==> src/rtl/cont_regressivo_if.sv <==
// cont_regressivo_if: control and status bundle between the irrigation FSM and the down-counter
interface cont_regressivo_if #(parameter int WIDTH = 3);
  logic             en;
  logic             load;
  logic [WIDTH-1:0] loadval;
  logic             mode;
  logic [WIDTH-1:0] q;
  logic             zero;
  logic             done;
  logic             busy;
  modport master (output en, load, loadval, mode, input q, zero, done, busy);
  modport slave (input en, load, loadval, mode, output q, zero, done, busy);
endinterface

==> src/rtl/cont_regressivo.sv <==
// cont_regressivo: loadable down-counter with one-shot/auto-reload modes and a one-cycle done pulse
module cont_regressivo #(
  parameter int          WIDTH = 3,
  parameter int unsigned START = 5
) (
  input logic              clk,
  input logic              rst,
  cont_regressivo_if.slave bus
);
  typedef enum logic {STOP, RUN} state_t;
  localparam logic [WIDTH-1:0] ONE = WIDTH'(1);
  state_t           state, state_n;
  logic [WIDTH-1:0] q, q_n, r, r_n;
  logic             done, done_n;
  always_ff @(posedge clk) begin
    if (rst) begin
      q     <= WIDTH'(START);
      r     <= WIDTH'(START);
      done  <= 1'b0;
      state <= (START != 0) ? RUN : STOP;
    end else begin
      q     <= q_n;
      r     <= r_n;
      done  <= done_n;
      state <= state_n;
    end
  end
  // Decrement only from q>=1; q==0 in RUN means auto-reload, or stop if the reload value is 0
  always_comb begin
    state_n = state;
    q_n     = q;
    r_n     = r;
    done_n  = 1'b0;
    if (bus.load) begin
      q_n     = bus.loadval;
      r_n     = bus.loadval;
      state_n = (bus.loadval != '0) ? RUN : STOP;
    end else if (state == RUN && bus.en) begin
      if (q > ONE) begin
        q_n = q - ONE;
      end else if (q == ONE) begin
        q_n     = '0;
        done_n  = 1'b1;
        state_n = bus.mode ? RUN : STOP;
      end else begin
        q_n     = r;
        state_n = (r == '0) ? STOP : RUN;
      end
    end
  end
  assign bus.q    = q;
  assign bus.zero = (q == '0);
  assign bus.done = done;
  assign bus.busy = (state == RUN);
endmodule

==> src/flat_wrapper.sv <==
// flat-port wrapper written by rule: the top's interface ports become plain ports
module cont_regressivo_flat 
#(
  parameter int          WIDTH = 3,
  parameter int unsigned START = 5
)
  (clk, rst, bus_en, bus_load, bus_loadval, bus_mode, bus_q, bus_zero, bus_done, bus_busy);
  cont_regressivo_if #(.WIDTH(WIDTH)) bus_i ();
  input logic clk;
  input logic rst;
  input wire logic [$bits(bus_i.en)-1:0] bus_en;
  input wire logic [$bits(bus_i.load)-1:0] bus_load;
  input wire logic [$bits(bus_i.loadval)-1:0] bus_loadval;
  input wire logic [$bits(bus_i.mode)-1:0] bus_mode;
  output wire logic [$bits(bus_i.q)-1:0] bus_q;
  output wire logic [$bits(bus_i.zero)-1:0] bus_zero;
  output wire logic [$bits(bus_i.done)-1:0] bus_done;
  output wire logic [$bits(bus_i.busy)-1:0] bus_busy;
  assign bus_i.en = bus_en;
  assign bus_i.load = bus_load;
  assign bus_i.loadval = bus_loadval;
  assign bus_i.mode = bus_mode;
  assign bus_q = bus_i.q;
  assign bus_zero = bus_i.zero;
  assign bus_done = bus_i.done;
  assign bus_busy = bus_i.busy;
  cont_regressivo #(.WIDTH(WIDTH), .START(START)) u_core (.clk(clk), .rst(rst), .bus(bus_i));
endmodule
==> config.mk <==
export PLATFORM = sky130hd
export DESIGN_NAME = cont_regressivo_flat
export DESIGN_NICKNAME = d
export VERILOG_FILES = /design/src/rtl/cont_regressivo_if.sv /design/src/rtl/cont_regressivo.sv /design/src/flat_wrapper.sv
export SDC_FILE = /design/constraint.sdc
export NUM_CORES = 1
export LEC_CHECK = 0
export ABC_AREA = 1
export CORE_AREA = 5 5 42 44
export DETAILED_ROUTE_END_ITERATION = 7
export DIE_AREA = 0 0 47 49
export GPL_ROUTABILITY_DRIVEN = 0
export SYNTH_ARGS = -nofsm -noshare
export SYNTH_HDL_FRONTEND = slang
export SYNTH_SLANG_ARGS = --single-unit
==> constraint.sdc <==
create_clock -name clk -period 2.7 [get_ports clk]
set_input_delay 0.54 -clock clk [delete_from_list [all_inputs] [get_ports clk]]
set_output_delay 0.54 -clock clk [all_outputs]
set_load 0.05 [all_outputs]
## Word-level counts from Yosys, hierarchy flattened

Cells that the tools add are included.

| cells by class | value |
|---|---|
| add/sub/neg operators | 1 |
| $lt $le $gt $ge | 1 |
| equal/unequal tests | 2 |
| mux-type cells | 12 |
| bitwise logic cells | 1 |
| reduce and logical (&&, ||, !) cells | 7 |

Operators by type and width:

| cell | number |
|---|---|
| $mux W3 | 4 |
| $mux W1 | 8 |
| $logic_not A3 Y1 | 2 |
| $reduce_or A4 Y1 | 1 |
| $eq A3 B1 Y1 const B | 1 |
| $gt A3 B1 Y1 const B | 1 |
| $reduce_bool A3 Y1 | 1 |
| $sub A3 B1 Y3 const B | 1 |
| $ne A2 B2 Y1 const B | 1 |
| $reduce_and A2 Y1 | 1 |
| $reduce_bool A2 Y1 | 1 |
| $logic_and A1 B1 Y1 | 1 |
| $not A1 Y1 | 1 |

| storage, ports and cells | value |
|---|---|
| register bits after elaboration | 8 |
| input port bits | 8 |
| output and inout port bits | 6 |
| logic and storage cells | 28 |

## Depth between registers and ports, before layout

Gate-level depths: netlist (run 1).

| logic depth | value |
|---|---|
| depth after elaboration | 6 |
| gate-level depth with buffers | 9 |
| depth with buffers taken out | 9 |

## Worst setup path after synthesis (run 1)

OpenSTA, ideal clock, no wires.

| path | value |
|---|---|
| path type | register to output |
| from | register u_core.q[0], in the netlist u_core.bus.q[0] |
| to | output bus_zero |
| data arrival time | 1.525 ns |
| required time | 2.160 ns |
| setup slack | 0.635 ns |
| cell stages (with the launch flop) | 5 |
| buffers on the path | 0 |
| path through | dfxtp_1 -> inv_1 -> ha_1 -> inv_1 -> nor2_1 |

| between the ends | value |
|---|---|
| cells in the longest elaborated chain, start to end | 1 |

Ends and longest elaborated chain:

| element | line | RTL |
|---|---|---|
| from (decl) | cont_regressivo.sv:13 | `logic [WIDTH-1:0] q, q_n, r, r_n;` |
| from (signal assigned) | cont_regressivo.sv:17 | `q <= WIDTH'(START);` |
| from (signal assigned) | cont_regressivo.sv:22 | `q <= q_n;` |
| $logic_not A3 Y1 | cont_regressivo.sv:52 | `assign bus.zero = (q == '0);` |
| to (decl) | flat_wrapper.sv:16 | `output wire logic [$bits(bus_i.zero)-1:0] bus_zero;` |

No other way between the ends.

## Worst setup path after layout (run 1)

Ends and elaborated chain as after synthesis.

==> results.py, run 1 <==
metrics = {
    "status": {
        "status": "completed",
    },
    "setup_path": {
        "worstPathMaxFanout": 5,
        "crit_type": "reg -> out",
        "end_kind": "primary output",
        "crit_arrival_ns": 1.80,
        "ff2ff_path_depth": 8,
        "timing.critical_path.required_ns": 2.16,
        "crit_path_start_kind": "register",
    },
    "place": {
        "io_buffers": 13,
        "dpl-instance-area_um2": 628,
        "pre_cts_ws_ns": 0.621,
        "dp.cells": 101,
        "dp_hpwl_um": 828,
    },
    "min_path": {
        "whs_path_depth": 2,
        "min_path_type": "reg -> reg",
    },
    "synth": {
        "yosysSeqAreaShare_pct": 32.7,
        "yosysWarnings": 0,
        "syn_area_per_cell_um2": 6.70,
        "synthCells": 73,
        "synth_top_area_share_pct": 32.7,
        "yosysUniqueCellTypes": 19,
        "yosysTopAreaCell": "dfxtp_1",
        "ys_ff_latch": 8,
        "syn_nets": 84,
        "synth_area_leaders": "dfxtp_1 (33%), inv_1 (14%), nand2_1 (12%), ha_1 (7.7%), nand3_1 (4.1%)",
        "netlist_area_um2": 489,
    },
    "final_layout": {
        "layout.nets": 101,
        "antenna_cells": 0,
        "final_util_pct": 46.4,
        "fin_cells": 104,
        "drive_gt1_share_pct": 11.4,
        "syn_to_final_growth_pct": 33.0,
        "fin_area_um2": 651,
        "num-fill-cells": 157,
    },
    "cts": {
        "clock_latency_ns": 0.26,
        "clock-sinks": 8,
        "clk_pin_slew_ns": 0.05,
        "postCtsSetupRepairBufs": 0,
        "cts_tree": "built",
        "hold_buffers": 0,
        "cts_resized": 0,
        "cts-root-buf": "clkbuf_4",
        "cts_buffers": 3,
        "cts_max_level": 1,
        "clockBufferDepth": 2,
    },
    "timing": {
        "max_freq_ghz": 0.428,
        "hold_viol_final": 0,
        "post-route-period-util_pct": 86.5,
        "setup_viol": 0,
        "holdWs_ns": 0.482,
        "finalSetupTns_ns": 0,
        "rsz0062_at_grt": "false",
        "fin_skew_ns": 0.00314,
        "postLayoutSetupSlackWorst_ns": 0.364,
        "worst_pin_slew_ns": 0.493,
        "maxSlewHeadroom_pct": 67.0,
        "finalMaxSlewViolations": 0,
        "layout_min_cycle_time_ns": 2.34,
    },
    "power": {
        "total_power_mw": 0.315,
        "power_density_mw_per_mm2": 484,
        "vdd_drop_max_mv": 0.263,
        "power_leakage_nw": 0.333,
    },
    "flow_run": {
        "maxCapViolations": 0,
    },
    "floorplan": {
        "die_height_um": 49,
        "die-area_mm2": 0.00230,
        "pin_count": 14,
        "core_mm2": 0.00140,
        "die-width_um": 47,
        "rows": 14,
        "start_util_pct": 34.9,
    },
    "global_route": {
        "grt_max_degree": 10,
        "grt_first_pass_wirelength_um": 1830,
        "antenna_found_initial": 0,
        "grt_usage_pct": 11.0,
        "grt-ovfl-total": 0,
        "first_global_vias": 456,
    },
    "routing": {
        "drc": 0,
        "detail_route.vias_per_cell": 4.66,
        "drtIter0Drc": 4,
        "vias": 485,
        "wirelength_um": 1050,
        "first_pass_iters": 4,
        "postRouteAntennaNets": 0,
        "avgRoutedWirePerCell_um": 10.1,
    },
}
[synth_stat cells]
cell      instances
o21ai_0           4
nand2_1          15
a21oi_2           1
nor2_1            4
buf_6             1
nor3_1            2
nand3_1           4
dfxtp_1           8
o22ai_1           1
nor4_1            1
xnor2_1           1
nand2_2           2
a21oi_1           3
ha_1              3
inv_2             1
inv_1            18
o211ai_1          1
nor2_2            2
nor3_2            1
[area by class of cell]
type,count,area (µm²),area share (%)
timing repair buffer,13,130,20.0
clock buffer,3,22.5,3.46
inverter,19,71.3,11.0
tap,16,20.0,3.08
sequential,8,160,24.6
multi-input combinational,45,246,37.9
[kinds of logic (layout without fill, tap and decap cells)]
family                   count (synthesis)  count (layout)  synth area share, %
adder cells (fa/ha/maj)                  3               3                 7.67
AO/OA/AOI/OAI                           10              10                 11.8
buffers and inverters                   20              35                 16.9
flip-flops                               8               8                 32.7
AND/OR/NAND/NOR                         31              31                 29.2
XOR/XNOR                                 1               1                 1.79
[worst paths after layout]
kind	startpoint	endpoint	slack, ns
worst max-delay path	u_core.bus.q[0]$_SDFFE_PP1P_	bus_zero	0.36
worst min register to register	u_core.r[0]$_SDFFE_PP1P_	u_core.r[0]$_SDFFE_PP1P_	0.48
worst max register to register	u_core.bus.q[0]$_SDFFE_PP1P_	u_core.bus.q[2]$_SDFFE_PP1P_	1.47
worst min-delay path	u_core.r[0]$_SDFFE_PP1P_	u_core.r[0]$_SDFFE_PP1P_	0.48
[flip-flops by register name (all words and copies together), names as in the netlist]
signal           cells
u_core.bus.busy      1
u_core.bus.done      1
u_core.bus.q         3
u_core.r             3
[critical path, stage by stage (launching register included)]
cell             delay [ns]
dfxtp_1                0.33
inv_1                  0.15
ha_1                   0.16
inv_1                  0.03
nor2_1                 0.07
clkdlybuf4s50_1        0.80
[where the power goes]
group	switching (mW)	total (mW)	internal, mW
clock network	0.0418	0.0927	0.0509
logic	0.0543	0.0893	0.0350
registers	0.00733	0.133	0.126
total	0.103	0.315	0.212
[cell usage in the layout (no fill, tap or decap), drive strengths merged]
cell,netlist,routed
a21oi,4,4
clkbuf,0,3
clkdlybuf4s50,0,13
dfxtp,8,8
ha,3,3
inv,19,19
nand2,17,17
nand3,4,4
nor2,6,6
nor3,3,3
nor4,1,1
o211ai,1,1
o21ai,4,4
o22ai,1,1
xnor2,1,1
[layer usage]
metal / global-route usage (%) / part of all wire, %
met1: 14.2 / 47
met2: 15.4 / 46
met3: 3.32 / 4.7
met4: 6.91 / 2.1
met5: 0 / 0
(Power assumes the default switching activity.)
==> run 2: changes to the inputs <==
--- a/config.mk
+++ b/config.mk
@@ -7,6 +7,7 @@
 export LEC_CHECK = 0
 export ABC_AREA = 1
 export CORE_AREA = 5 5 42 44
+export CTS_BUF_LIST = sky130_fd_sc_hd__clkbuf_16
 export DETAILED_ROUTE_END_ITERATION = 7
 export DIE_AREA = 0 0 47 49
 export GPL_ROUTABILITY_DRIVEN = 0
==> run 2 against run 1 <==
  * Utilization increased by 3.7 points
  * Sequential share of layout area down 1.8 points
  * Die area unchanged
  * Worst setup slack better by 0.027 ns
  * Non-clock buffer count is the same
  * First-iteration DRC count increased to 2.5 times the previous value
  * Combinational power about the same
  * Final area is 8.1% higher
  * Clock skew down 0.0030 ns
  * Register-to-register slack is essentially flat
  * Wire length rose by 3.9%
  * Hold slack got worse by 0.0063 ns
  * Largest cell class unchanged
==> results.py, run 2 (synthesis gave the netlist of run 1 again) <==
metrics = {
    "final_layout": {
        "mostFrequentLayoutCell": "inv_1",
        "drive_gt1_share_pct": 11.4,
        "layout_common_cells": "inv_1 (18), nand2_1 (15), clkdlybuf4s50_1 (13), dfxtp_1 (8)",
        "reg_top3": "u_core.bus.q (3), u_core.r (3)",
        "antenna_cells": 0,
        "num-fill-cells": 149,
        "layout.nets": 101,
        "syn_to_final_growth_pct": 43.7,
    },
    "power": {
        "total_power_mw": 0.473,
        "power_leakage_nw": 0.356,
        "power_density_mw_per_mm2": 673,
        "vdd_drop_max_mv": 0.457,
    },
    "routing": {
        "detail_route.vias_per_cell": 4.53,
        "drtIter0Drc": 10,
        "postRouteAntennaNets": 0,
        "first_pass_iters": 4,
        "drc": 0,
        "wirelength_um": 1090,
        "avgRoutedWirePerCell_um": 10.5,
        "vias": 471,
    },
    "setup_path": {
        "crit_path_end": "bus_zero",
        "cp_num_cells": 5,
        "crit_path_start_kind": "register",
        "reg2reg_to": "u_core.bus.q[2]$_SDFFE_PP1P_",
        "end_kind": "primary output",
        "ff2ff_path_depth": 8,
        "timing.critical_path.required_ns": 2.16,
        "r2r-start": "u_core.bus.q[0]$_SDFFE_PP1P_",
        "path_cells": "inv_1 > ha_1 > inv_1 > nor2_1 > clkdlybuf4s50_1",
        "crit_type": "reg -> out",
        "cp_top_family": "buffers and inverters",
        "critPathMaxStageDelay_ns": 0.80,
        "crit_top_cell": "inv_1",
        "cp_slowest_cell": "clkdlybuf4s50_1",
        "worstPathMaxFanout": 5,
        "ff2ff_setup_slack_ns": 1.46,
        "startpoint": "u_core.bus.q[0]$_SDFFE_PP1P_",
        "crit_arrival_ns": 1.77,
        "cp_num_buf_inv": 3,
    },
    "cts": {
        "clock_latency_ns": 0.23,
        "cts_resized": 0,
        "clockBufferDepth": 2,
        "postCtsSetupRepairBufs": 0,
        "clk_pin_slew_ns": 0.04,
        "cts-root-buf": "clkbuf_16",
        "hold_buffers": 0,
        "clock-sinks": 8,
        "cts_max_level": 1,
        "cts_tree": "built",
        "cts_buffers": 3,
    },
    "timing": {
        "fin_skew_ns": 0.000187,
        "max_freq_ghz": 0.433,
        "maxSlewHeadroom_pct": 66.9,
        "setup_viol": 0,
        "post-route-period-util_pct": 85.5,
        "layout_min_cycle_time_ns": 2.31,
        "finalSetupTns_ns": 0,
        "rsz0062_at_grt": "false",
        "hold_viol_final": 0,
        "worst_pin_slew_ns": 0.494,
        "finalMaxSlewViolations": 0,
    },
    "global_route": {
        "grt_usage_pct": 11.4,
        "grt-ovfl-total": 0,
        "grt.busiest_layer": "met2",
        "met2_usage_pct": 15.6,
        "grt_first_pass_wirelength_um": 1860,
        "grtUsageMet3_pct": 4.43,
        "grt_util_met1_pct": 14.0,
        "antenna_found_initial": 0,
        "grt_max_degree": 10,
        "first_global_vias": 457,
    },
    "floorplan": {
        "rows": 14,
        "die-area_mm2": 0.00230,
        "die_height_um": 49,
        "die-width_um": 47,
        "core_mm2": 0.00140,
        "start_util_pct": 34.9,
        "pin_count": 14,
    },
    "flow_run": {
        "maxCapViolations": 0,
    },
    "status": {
        "status": "completed",
    },
    "place": {
        "dp_hpwl_um": 828,
        "io_buffers": 13,
    },
    "min_path": {
        "min_path_type": "reg -> reg",
    },
}
==> run 2: cell count changes in the layout (fill, tap and decap cells not counted) <==
cell,previous run,this run
clkbuf_4,3,0
clkbuf_16,0,3
==> run 2: worst min-delay path by stage <==
stage / slack (ns) / from / cells after the start / endpoint
6_report: 0.48 / u_core.r[0]$_SDFFE_PP1P_ / 2 / u_core.r[0]$_SDFFE_PP1P_
5_1_grt: 0.52 / u_core.r[0]$_SDFFE_PP1P_ / 2 / u_core.r[0]$_SDFFE_PP1P_
2_1_floorplan: 0.44 / u_core.r[0]$_SDFFE_PP1P_ / 2 / u_core.r[0]$_SDFFE_PP1P_
3_5_place_dp: 0.47 / u_core.r[0]$_SDFFE_PP1P_ / 2 / u_core.r[0]$_SDFFE_PP1P_
4_1_cts: 0.48 / u_core.r[0]$_SDFFE_PP1P_ / 2 / u_core.r[0]$_SDFFE_PP1P_
3_3_place_gp: 0.46 / u_core.r[0]$_SDFFE_PP1P_ / 2 / u_core.r[0]$_SDFFE_PP1P_
==> run 2: per-layer routing <==
metal | share of wire [%] | wire (µm)
met5 | 0 | 0
met4 | 2.6 | 28
met3 | 4.5 | 49
met2 | 47 | 516
met1 | 45 | 494
==> run 2: cell type report <==
| cell class | count | area (µm²) | share of cell area [%] |
|---|---|---|---|
| Multi-Input combinational cell | 45 | 246 | 35.1 |
| Sequential cell | 8 | 160 | 22.8 |
| Tap cell | 16 | 20.0 | 2.85 |
| Clock buffer | 3 | 75.1 | 10.7 |
| Timing Repair Buffer | 13 | 130 | 18.5 |
| Inverter | 19 | 71.3 | 10.1 |
==> run 2: power breakdown <==
group          internal, mW  switching (mW)  total [mW]  leakage, nW
Combinational        0.0350          0.0545      0.0895        0.253
Sequential            0.126         0.00727       0.134       0.0661
Clock                 0.191          0.0591       0.250       0.0370
Total                 0.352           0.121       0.473        0.356
==> run 2: worst reg2reg max path, delay by kind of cell (launching register included) <==
kind	cells	cell delay (ns)
simple gates	5	0.28
fa+ha+maj	1	0.23
xor+xnor	1	0.15
buf+inv	1	0.11
flops	1	0.36
==> run 2: metrics by stage <==
stage | hold slack [ns] | std cells | setup WS (ns) | utilization [%] | area [µm²]
after floorplan | 0.436 | 73 | 0.635 | - | 489
after global placement | 0.457 | 101 | 0.640 | 44.8 | 628
after detailed placement | 0.469 | 101 | 0.621 | 44.8 | 628
after CTS | 0.484 | 104 | 0.373 | 50.2 | 703
after global routing | 0.519 | 104 | 0.257 | 50.2 | 703
final | 0.476 | 104 | 0.391 | 50.2 | 703
==> run 3: changes to the inputs <==
--- a/config.mk
+++ b/config.mk
@@ -8,6 +8,7 @@
 export ABC_AREA = 1
 export CORE_AREA = 5 5 42 44
 export CTS_BUF_LIST = sky130_fd_sc_hd__clkbuf_16
+export CTS_CLUSTER_SIZE = 28
 export DETAILED_ROUTE_END_ITERATION = 7
 export DIE_AREA = 0 0 47 49
 export GPL_ROUTABILITY_DRIVEN = 0
==> results of run 3 <==
No change in the layout: final DEF, timing and power equal those of run 2.
